## src/rtl/servo_pkg.sv

```systemverilog
// Shared types and default constants for the servo PWM generator.
// Holds the FSM state enum and the default parameter values.
package servo_pkg;

    typedef enum logic [1:0] {
        S_IDLE,
        S_HIGH,
        S_LOW
    } state_t;

    localparam int unsigned DEF_PERIOD_TICKS = 1000;
    localparam int unsigned DEF_MIN_TICKS    = 50;
    localparam int unsigned DEF_MAX_TICKS    = 100;
    localparam int unsigned DEF_POS_W        = 8;

endpackage

```

## src/rtl/servo_pwm_tick_sync.sv

```systemverilog
// Two-flop synchronizer plus rising-edge detect for the a_PWM tick source.
// Ports: clk, rst (async active-low), a_i (async level), tick_o (1-clk pulse).
module tick_sync (
    input  logic clk,
    input  logic rst,
    input  logic a_i,
    output logic tick_o
);

    // [0],[1] synchronize; [2] holds the previous synced value
    logic [2:0] sync_q;
    logic       tick_q;

    always_ff @(posedge clk or negedge rst) begin
        if (!rst) begin
            sync_q <= '0;
            tick_q <= 1'b0;
        end else begin
            sync_q <= {sync_q[1:0], a_i};
            // registered so the pulse lands 3 clk after the a_i rise
            tick_q <= sync_q[1] & ~sync_q[2];
        end
    end

    assign tick_o = tick_q;

endmodule

```

## src/rtl/servo_pwm.sv

```systemverilog
// Servo PWM: frames of PERIOD_TICKS ticks, pulse width MIN_TICKS+pos ticks.
// Ports: clk, rst (async active-low), a_PWM (tick source, sampled as data),
//   enable, pos/pos_valid/pos_ready (one-deep shadow handshake),
//   pwm_out, frame_start (1-clk pulse), busy (FSM not idle).
// Build option: define SERVO_CLAMP_EN to clamp loaded widths to MAX_TICKS.
module servo_pwm
    import servo_pkg::*;
#(
    parameter int unsigned PERIOD_TICKS = DEF_PERIOD_TICKS,
    parameter int unsigned MIN_TICKS    = DEF_MIN_TICKS,
    parameter int unsigned MAX_TICKS    = DEF_MAX_TICKS,
    parameter int unsigned POS_W        = DEF_POS_W
) (
    input  logic             clk,
    input  logic             rst,
    input  logic             a_PWM,
    input  logic             enable,
    input  logic [POS_W-1:0] pos,
    input  logic             pos_valid,
    output logic             pos_ready,
    output logic             pwm_out,
    output logic             frame_start,
    output logic             busy
);

    // wide enough for MIN+pos, the clamp limit and the frame counter
    localparam int unsigned WW =
        $clog2(MIN_TICKS + 2**POS_W + PERIOD_TICKS + MAX_TICKS + 1);

    typedef logic [WW-1:0] ticks_t;

    localparam ticks_t RST_WIDTH = ticks_t'(MIN_TICKS + 2**(POS_W-1));
    localparam ticks_t LAST_CNT  = ticks_t'(PERIOD_TICKS - 1);

    function automatic ticks_t calc_width(input logic [POS_W-1:0] p);
        ticks_t w;
        w = ticks_t'(MIN_TICKS) + ticks_t'(p);
`ifdef SERVO_CLAMP_EN
        if (w > ticks_t'(MAX_TICKS)) begin
            w = ticks_t'(MAX_TICKS);
        end
`endif
        return w;
    endfunction

    logic tick;

    tick_sync u_tick_sync (
        .clk    (clk),
        .rst    (rst),
        .a_i    (a_PWM),
        .tick_o (tick)
    );

    state_t           state_q, state_d;
    ticks_t           cnt_q, cnt_d;
    ticks_t           width_q, width_d;
    logic [POS_W-1:0] shadow_q, shadow_d;
    logic             full_q, full_d;
    logic             pwm_q, pwm_d;
    logic             fs_q, fs_d;
    logic             xfer;
    logic             start;
    ticks_t           cnt_inc;
    ticks_t           wnew;

    assign xfer    = pos_valid & ~full_q;
    assign cnt_inc = cnt_q + ticks_t'(1);

    always_ff @(posedge clk or negedge rst) begin
        if (!rst) begin
            state_q  <= S_IDLE;
            cnt_q    <= '0;
            width_q  <= RST_WIDTH;
            shadow_q <= '0;
            full_q   <= 1'b0;
            pwm_q    <= 1'b0;
            fs_q     <= 1'b0;
        end else begin
            state_q  <= state_d;
            cnt_q    <= cnt_d;
            width_q  <= width_d;
            shadow_q <= shadow_d;
            full_q   <= full_d;
            pwm_q    <= pwm_d;
            fs_q     <= fs_d;
        end
    end

    always_comb begin
        state_d  = state_q;
        cnt_d    = cnt_q;
        width_d  = width_q;
        shadow_d = shadow_q;
        full_d   = full_q;
        pwm_d    = pwm_q;
        fs_d     = 1'b0;
        start    = 1'b0;
        wnew     = width_q;

        if (xfer) begin
            shadow_d = pos;
            full_d   = 1'b1;
        end

        if (tick) begin
            unique case (state_q)
                S_IDLE: start = enable;
                S_HIGH, S_LOW: begin
                    if (cnt_q == LAST_CNT) begin
                        // enable is only sampled here, so frames never truncate
                        if (enable) begin
                            start = 1'b1;
                        end else begin
                            state_d = S_IDLE;
                            cnt_d   = '0;
                            pwm_d   = 1'b0;
                        end
                    end else begin
                        cnt_d = cnt_inc;
                        if (state_q == S_HIGH && cnt_inc == width_q) begin
                            state_d = S_LOW;
                            pwm_d   = 1'b0;
                        end
                    end
                end
                default: state_d = S_IDLE;
            endcase
        end

        if (start) begin
            // xfer needs an empty shadow, so a full shadow always drains here
            if (full_q) begin
                wnew   = calc_width(shadow_q);
                full_d = 1'b0;
            end
            width_d = wnew;
            cnt_d   = '0;
            fs_d    = 1'b1;
            pwm_d   = (wnew != '0);
            state_d = (wnew != '0) ? S_HIGH : S_LOW;
        end
    end

    assign pos_ready   = ~full_q;
    assign pwm_out     = pwm_q;
    assign frame_start = fs_q;
    assign busy        = (state_q != S_IDLE);

endmodule

```

## config.mk

```make
export PLATFORM = sky130hd
export DESIGN_NAME = servo_pwm
export DESIGN_NICKNAME = d
export VERILOG_FILES = /design/src/rtl/servo_pkg.sv /design/src/rtl/servo_pwm_tick_sync.sv /design/src/rtl/servo_pwm.sv
export SDC_FILE = /design/constraint.sdc
export NUM_CORES = 1
export LEC_CHECK = 0
export BUFFER_PORTS_ARGS = -buffer_cell sky130_fd_sc_hd__buf_2
export CORE_MARGIN = 10
export CORE_UTILIZATION = 45
export CTS_CLUSTER_DIAMETER = 150
export CTS_CLUSTER_SIZE = 20
export DETAILED_ROUTE_END_ITERATION = 10
export GPL_TIMING_DRIVEN = 0
export SLEW_MARGIN = 20
export SYNTH_ARGS = -nofsm -noshare
export SYNTH_HDL_FRONTEND = slang
export SYNTH_SLANG_ARGS = --single-unit
```

## constraint.sdc

```tcl
create_clock -name clk -period 5.75 [get_ports clk]
set_clock_uncertainty 0.05 [all_clocks]
set_input_delay 1.15 -clock clk [delete_from_list [all_inputs] [get_ports clk]]
set_output_delay 1.15 -clock clk [all_outputs]
set_load 0.005 [all_outputs]
```

* Word-level counts from Yosys, hierarchy flattened
Cells that the tools add are included.
** Word-level totals
- Register bits :: 39
- Bits of input ports :: 13
- Output and inout bits :: 4
- Word-level logic and storage cells :: 62
** Operators by class
- $add $sub $neg :: 2
- Equality and inequality tests :: 8
- Muxes and demuxes :: 28
- Bitwise operators :: 4
- Reduce and logical (&&, ||, !) cells :: 11
** Operator list (count)
- 11-bit 2-to-1 mux :: 7
- 1-bit 2-to-1 mux :: 13
- 2-bit 2-to-1 mux :: 6
- 11-bit by 1-bit adder with 11-bit output (second input constant) :: 1
- 11-bit by 10-bit equality test with 1-bit output (second input constant) :: 1
- 11-bit equality test :: 1
- 11-bit nonzero test :: 1
- 6-bit by 8-bit adder with 9-bit output (first input constant) :: 1
- 4-bit inequality test (second input constant) :: 2
- 4-bit AND reduction :: 2
- 2-bit nonzero test :: 3
- 2-bit case mux with 2 select lines :: 1
- 3-bit inequality test (second input constant) :: 1
- 3-bit AND reduction :: 1
- 3-bit nonzero test :: 1
- 1-bit bitwise AND :: 2
- 2-bit by 1-bit equality test with 1-bit output (second input constant) :: 1
- 2-bit equality test (second input constant) :: 1
- 2-bit zero test :: 1
- 2-bit inequality test (second input constant) :: 1
- 1-bit NOT :: 2
- 1-bit case mux with 2 select lines :: 1
- 2-bit OR reduction :: 1
- 1-bit logical AND :: 1

* Longest topological paths before layout
- Depth after elaboration :: 8
- Depth in mapped cells :: 9
- Gate-level depth less buffers :: 8

* By module
A second synthesis with hierarchy kept.
** Unflattened totals
- Cell total of the unflattened synthesis :: 218
- Area, all modules :: 2260.9 sq um
** By module, submodules not included
- servo_pwm :: times used 1, cells an instance 213, area an instance 2147.1 sq um, sequential area each 880.8 sq um
- tick_sync :: times used 1, cells an instance 5, area an instance 113.9 sq um, sequential area each 100.1 sq um

* Least setup slack after synthesis
No wires, ideal clock.
- Kind :: input to register
- From :: input port enable
- To :: register cnt_q[10]
- Library setup time :: 0.110 ns
- Arrival time :: 2.249 ns
- Data required time :: 5.590 ns
- Setup slack :: 3.341 ns
- Cell stages on the path :: 7
- Path buffers :: 1
- Cell sequence :: nor2b_1 and3_1 a41o_1 a31oi_2 buf_2 o21ai_0 o41ai_1
** Between the ends
- Word-level cells in the longest chain between the ends :: 6
- Elaborated cells between the ends (all ways) :: 9
- Classes of those cells :: eq/ne: 1; mux: 5; reduce/logical: 3
** RTL lines
- start: declaration :: line servo_pwm.sv:17 : input logic enable,
- 1-bit 2-to-1 mux :: line servo_pwm.sv:112 : if (enable) begin
- 1-bit 2-to-1 mux :: line servo_pwm.sv:110 : if (cnt_q == LAST_CNT) begin
- 1-bit case mux with 2 select lines :: line servo_pwm.sv:107 : unique case (state_q)
- 1-bit 2-to-1 mux :: line servo_pwm.sv:106 : if (tick) begin
- 3-bit inequality test (no line) or 2-bit nonzero test (tied branches)
- 3-bit AND reduction (no line)
- end signal: assignment :: line servo_pwm.sv:81 : cnt_q <= cnt_d;
- end: declaration :: line servo_pwm.sv:56 : ticks_t cnt_q, cnt_d;
Several ways; a longest one is shown, not always the timed one.
A chain may end at the register's enable or synchronous reset.

* Worst setup path in the final report
Same ends and word-level chain as after synthesis.

==> key figures <==
Status
  • Outcome: finished, final reports clean

Clock tree
  • H-tree depth reported by CTS: 2
  • CTS buffer count: 5
  • Clock transition at path regs: 0.08 ns
  • CTS tree: yes
  • Clk buf depth: 2
  • Post-CTS setup buffers: 0
  • CTS Hold Bufs: 0
  • Clock latency on the worst-skew pair: 0.29 ns
  • Post-cts sizing count: 0
  • Clk sinks: 39
  • Root Buffer: clkbuf_8

Timing
  • RSZ-0062 raised after global routing: no
  • Hold Vio Cnt, Final: 0
  • Final WS setup: 3.22 ns
  • Endpoints failing setup: 0
  • Final Max Slew Viols: 0
  • Final min period: 2.53 ns
  • Fmax: 0.395 GHz
  • Tcrit/Tclk final: 44.0%
  • Slew HR: 42.3%
  • Worst-Margin Slew: 0.865 ns
  • Total negative setup slack: 0 ns

Placement
  • GPL Wtd Cong: 0.903
  • Post-DP HPWL: 3.62 mm
  • PortBufs: 16
  • Cell area after placement: 2510 sq um
  • Setup slack after placement: 2.92 ns

Worst setup path
  • CP delay by family, top: compound AO/OA/AOI/OAI gates
  • Required @ worst endpoint: 5.87 ns
  • Largest stage delay, worst path: 0.29 ns
  • Cell mode on critical path: buf_2
  • Setup Crit Path Kind: in -> reg
  • Critical Path Start Type: input port
  • Critical path buffer and inverter count: 2
  • Worst Path Arrival: 2.66 ns
  • Worst reg-to-reg setup slack: 3.38 ns
  • Critical-path cell list: buf_2 -> nor2b_1 -> and3_1 -> a41o_1 -> a31oi_2 -> buf_2 -> o21ai_0 -> o41ai_1
  • CP endpoint kind: flip-flop
  • Critical-path maximum fanout: 10
  • Worst path slowest cell: buf_2

Route
  • ANT nets after route: 0
  • Routed WL per cell: 14.5 um
  • Vias per inst: 5.34
  • 1st-iter DRT viols: 89
  • Routed wire length: 4.80 mm
  • Remaining DRCs: 0
  • Drt first pass iters: 4
  • Total number of vias: 1,774

Layout
  • Final instance area: 2620 sq um
  • Total Nets Final: 280
  • Layout cells sized above 1: 25.2%
  • Number of diodes: 0
  • Layout area overhead: 12.2%
  • Fin util: 51.7%
  • Filler cell count in the final layout: 498

Die
  • Die Wd: 92.1 um
  • Rows: 26
  • Die Footprint: 8480 sq um
  • Chip height: 92.1 um
  • Core area: 5070 sq um
  • I/O pin cnt: 17
  • Initial Util: 46.1%

Power
  • Power Dens Cells: 261 nW/um^2
  • Total power: 0.684 mW
  • Peak supply drop: 0.150 mV
  • P_leak: 1.14 nW

Yosys
  • Yosys top cell area share: 37.5%
  • Cell variety after synth: 53
  • Synthesized flop and latch total: 39
  • Gate Count Post-Synth: 238
  • Post-synthesis sequential area ratio: 41.9%
  • Commonest cells post-synth: dfrtp_1, nand2_1, o21ai_0, xnor2_1, nor2_1
  • Synth warn: 0
  • Count leader, synth: dfrtp_1
  • Synth area leaders: dfrtp_1, mux2_2, xnor2_1, dfstp_2, nand2_1
  • Mapped cell area: 2340 sq um
  • Syn Area/Cell: 9.83 sq um
  • Main synth FF type: dfrtp_1
  • Post-synth EDFFs: 0
  • Yosys top cell by area: dfrtp_1
  • Async SR Flop Fraction: 100%
  • Synth Net Count: 257

Global routing
  • Largest net degree at the start of global routing: 40
  • Overflow after GRT: 0
  • Aggregate global-route resource usage: 12.2%
  • Vias in the first global route: 1,796
  • First-pass GRT wire length: 8.58 mm
  • Initial antenna violation count: 0

Worst hold path
  • Hold Path Class: reg -> reg

Job
  • Max-cap violations: 0
==> per-layer routing <==
metal	track usage [%]	up-vias	wire length (um)
li1	-	890	-
met1	14.9	844	2300
met2	20.0	32	2250
met3	3.18	8	171
met4	4.50	0	80
met5	0	-	0
==> where the power goes <==
| group | switching [mW] | total (mW) | leakage (nW) | internal (mW) |
|---|---|---|---|---|
| Sequential | 0.0198 | 0.312 | 0.489 | 0.292 |
| Clock | 0.0962 | 0.237 | 0.0612 | 0.140 |
| Combinational | 0.0697 | 0.135 | 0.589 | 0.0652 |
==> per-stage QoR <==
step | instances | hold WS (ns)
floorplan | 238 | 0.281
global placement | 324 | 0.286
detailed placement | 324 | 0.290
CTS | 332 | 0.308
global route | 332 | 0.312
finish | 332 | 0.303
==> state kept, by name (all words and copies together), names as in the netlist <==
name and cells:
full_q 1, pwm_out 1, u_tick_sync.sync_q 3, u_tick_sync.tick_o 1
frame_start 1, shadow_q 8, state_q 2, cnt_q 11
width_q 11
==> logic make-up (layout without fill, tap and decap cells) <==
family	after synthesis	count (layout)	synth area share [%]
mux	13	13	6.15
fa+ha+maj	6	6	3.21
simple gates	85	85	20.5
compound gates	54	54	15.0
buf+inv	20	44	5.35
flops	39	39	41.9
xor+xnor	21	21	7.87
==> final timing paths <==
kind	from	to	depth (start not counted)
max	enable	cnt_q[10]	8
min	u_tick_sync.sync_q[0]	u_tick_sync.sync_q[1]	0
max reg2reg	cnt_q[0]	state_q[0]	8
min reg2reg	u_tick_sync.sync_q[0]	u_tick_sync.sync_q[1]	0
max in group asynchronous	rst	pwm_out	1
min in group asynchronous	rst	cnt_q[4]	1
==> cell type report <==
class	count	area [sq um]	share of cell area, %
Clock buffer	6	82.6	3.15
Buffer	14	103	3.91
Multi-Input combinational cell	179	1230	47.0
Clock inverter	2	35.0	1.34
Tap cell	70	87.6	3.34
Timing Repair Buffer	16	80.1	3.05
Inverter	6	22.5	0.858
Sequential cell	39	981	37.4
==> layout by cell type (no fill, tap or decap), types with 3 or more instances in the layout <==
master / n
nor4_1: 4
mux2_2: 11
o21ai_0: 16
and2_1: 3
nor2b_1: 7
o31ai_1: 6
dfrtp_1: 35
a21oi_1: 9
nand2_1: 27
clkbuf_8: 6
a31oi_1: 3
xor2_1: 8
inv_1: 6
ha_1: 6
buf_6: 5
xnor2_1: 13
dfstp_2: 4
o21ai_1: 4
buf_2: 23
nor2_1: 12
nand3_1: 10
No activity file was read; power rests on OpenSTA's default activity.
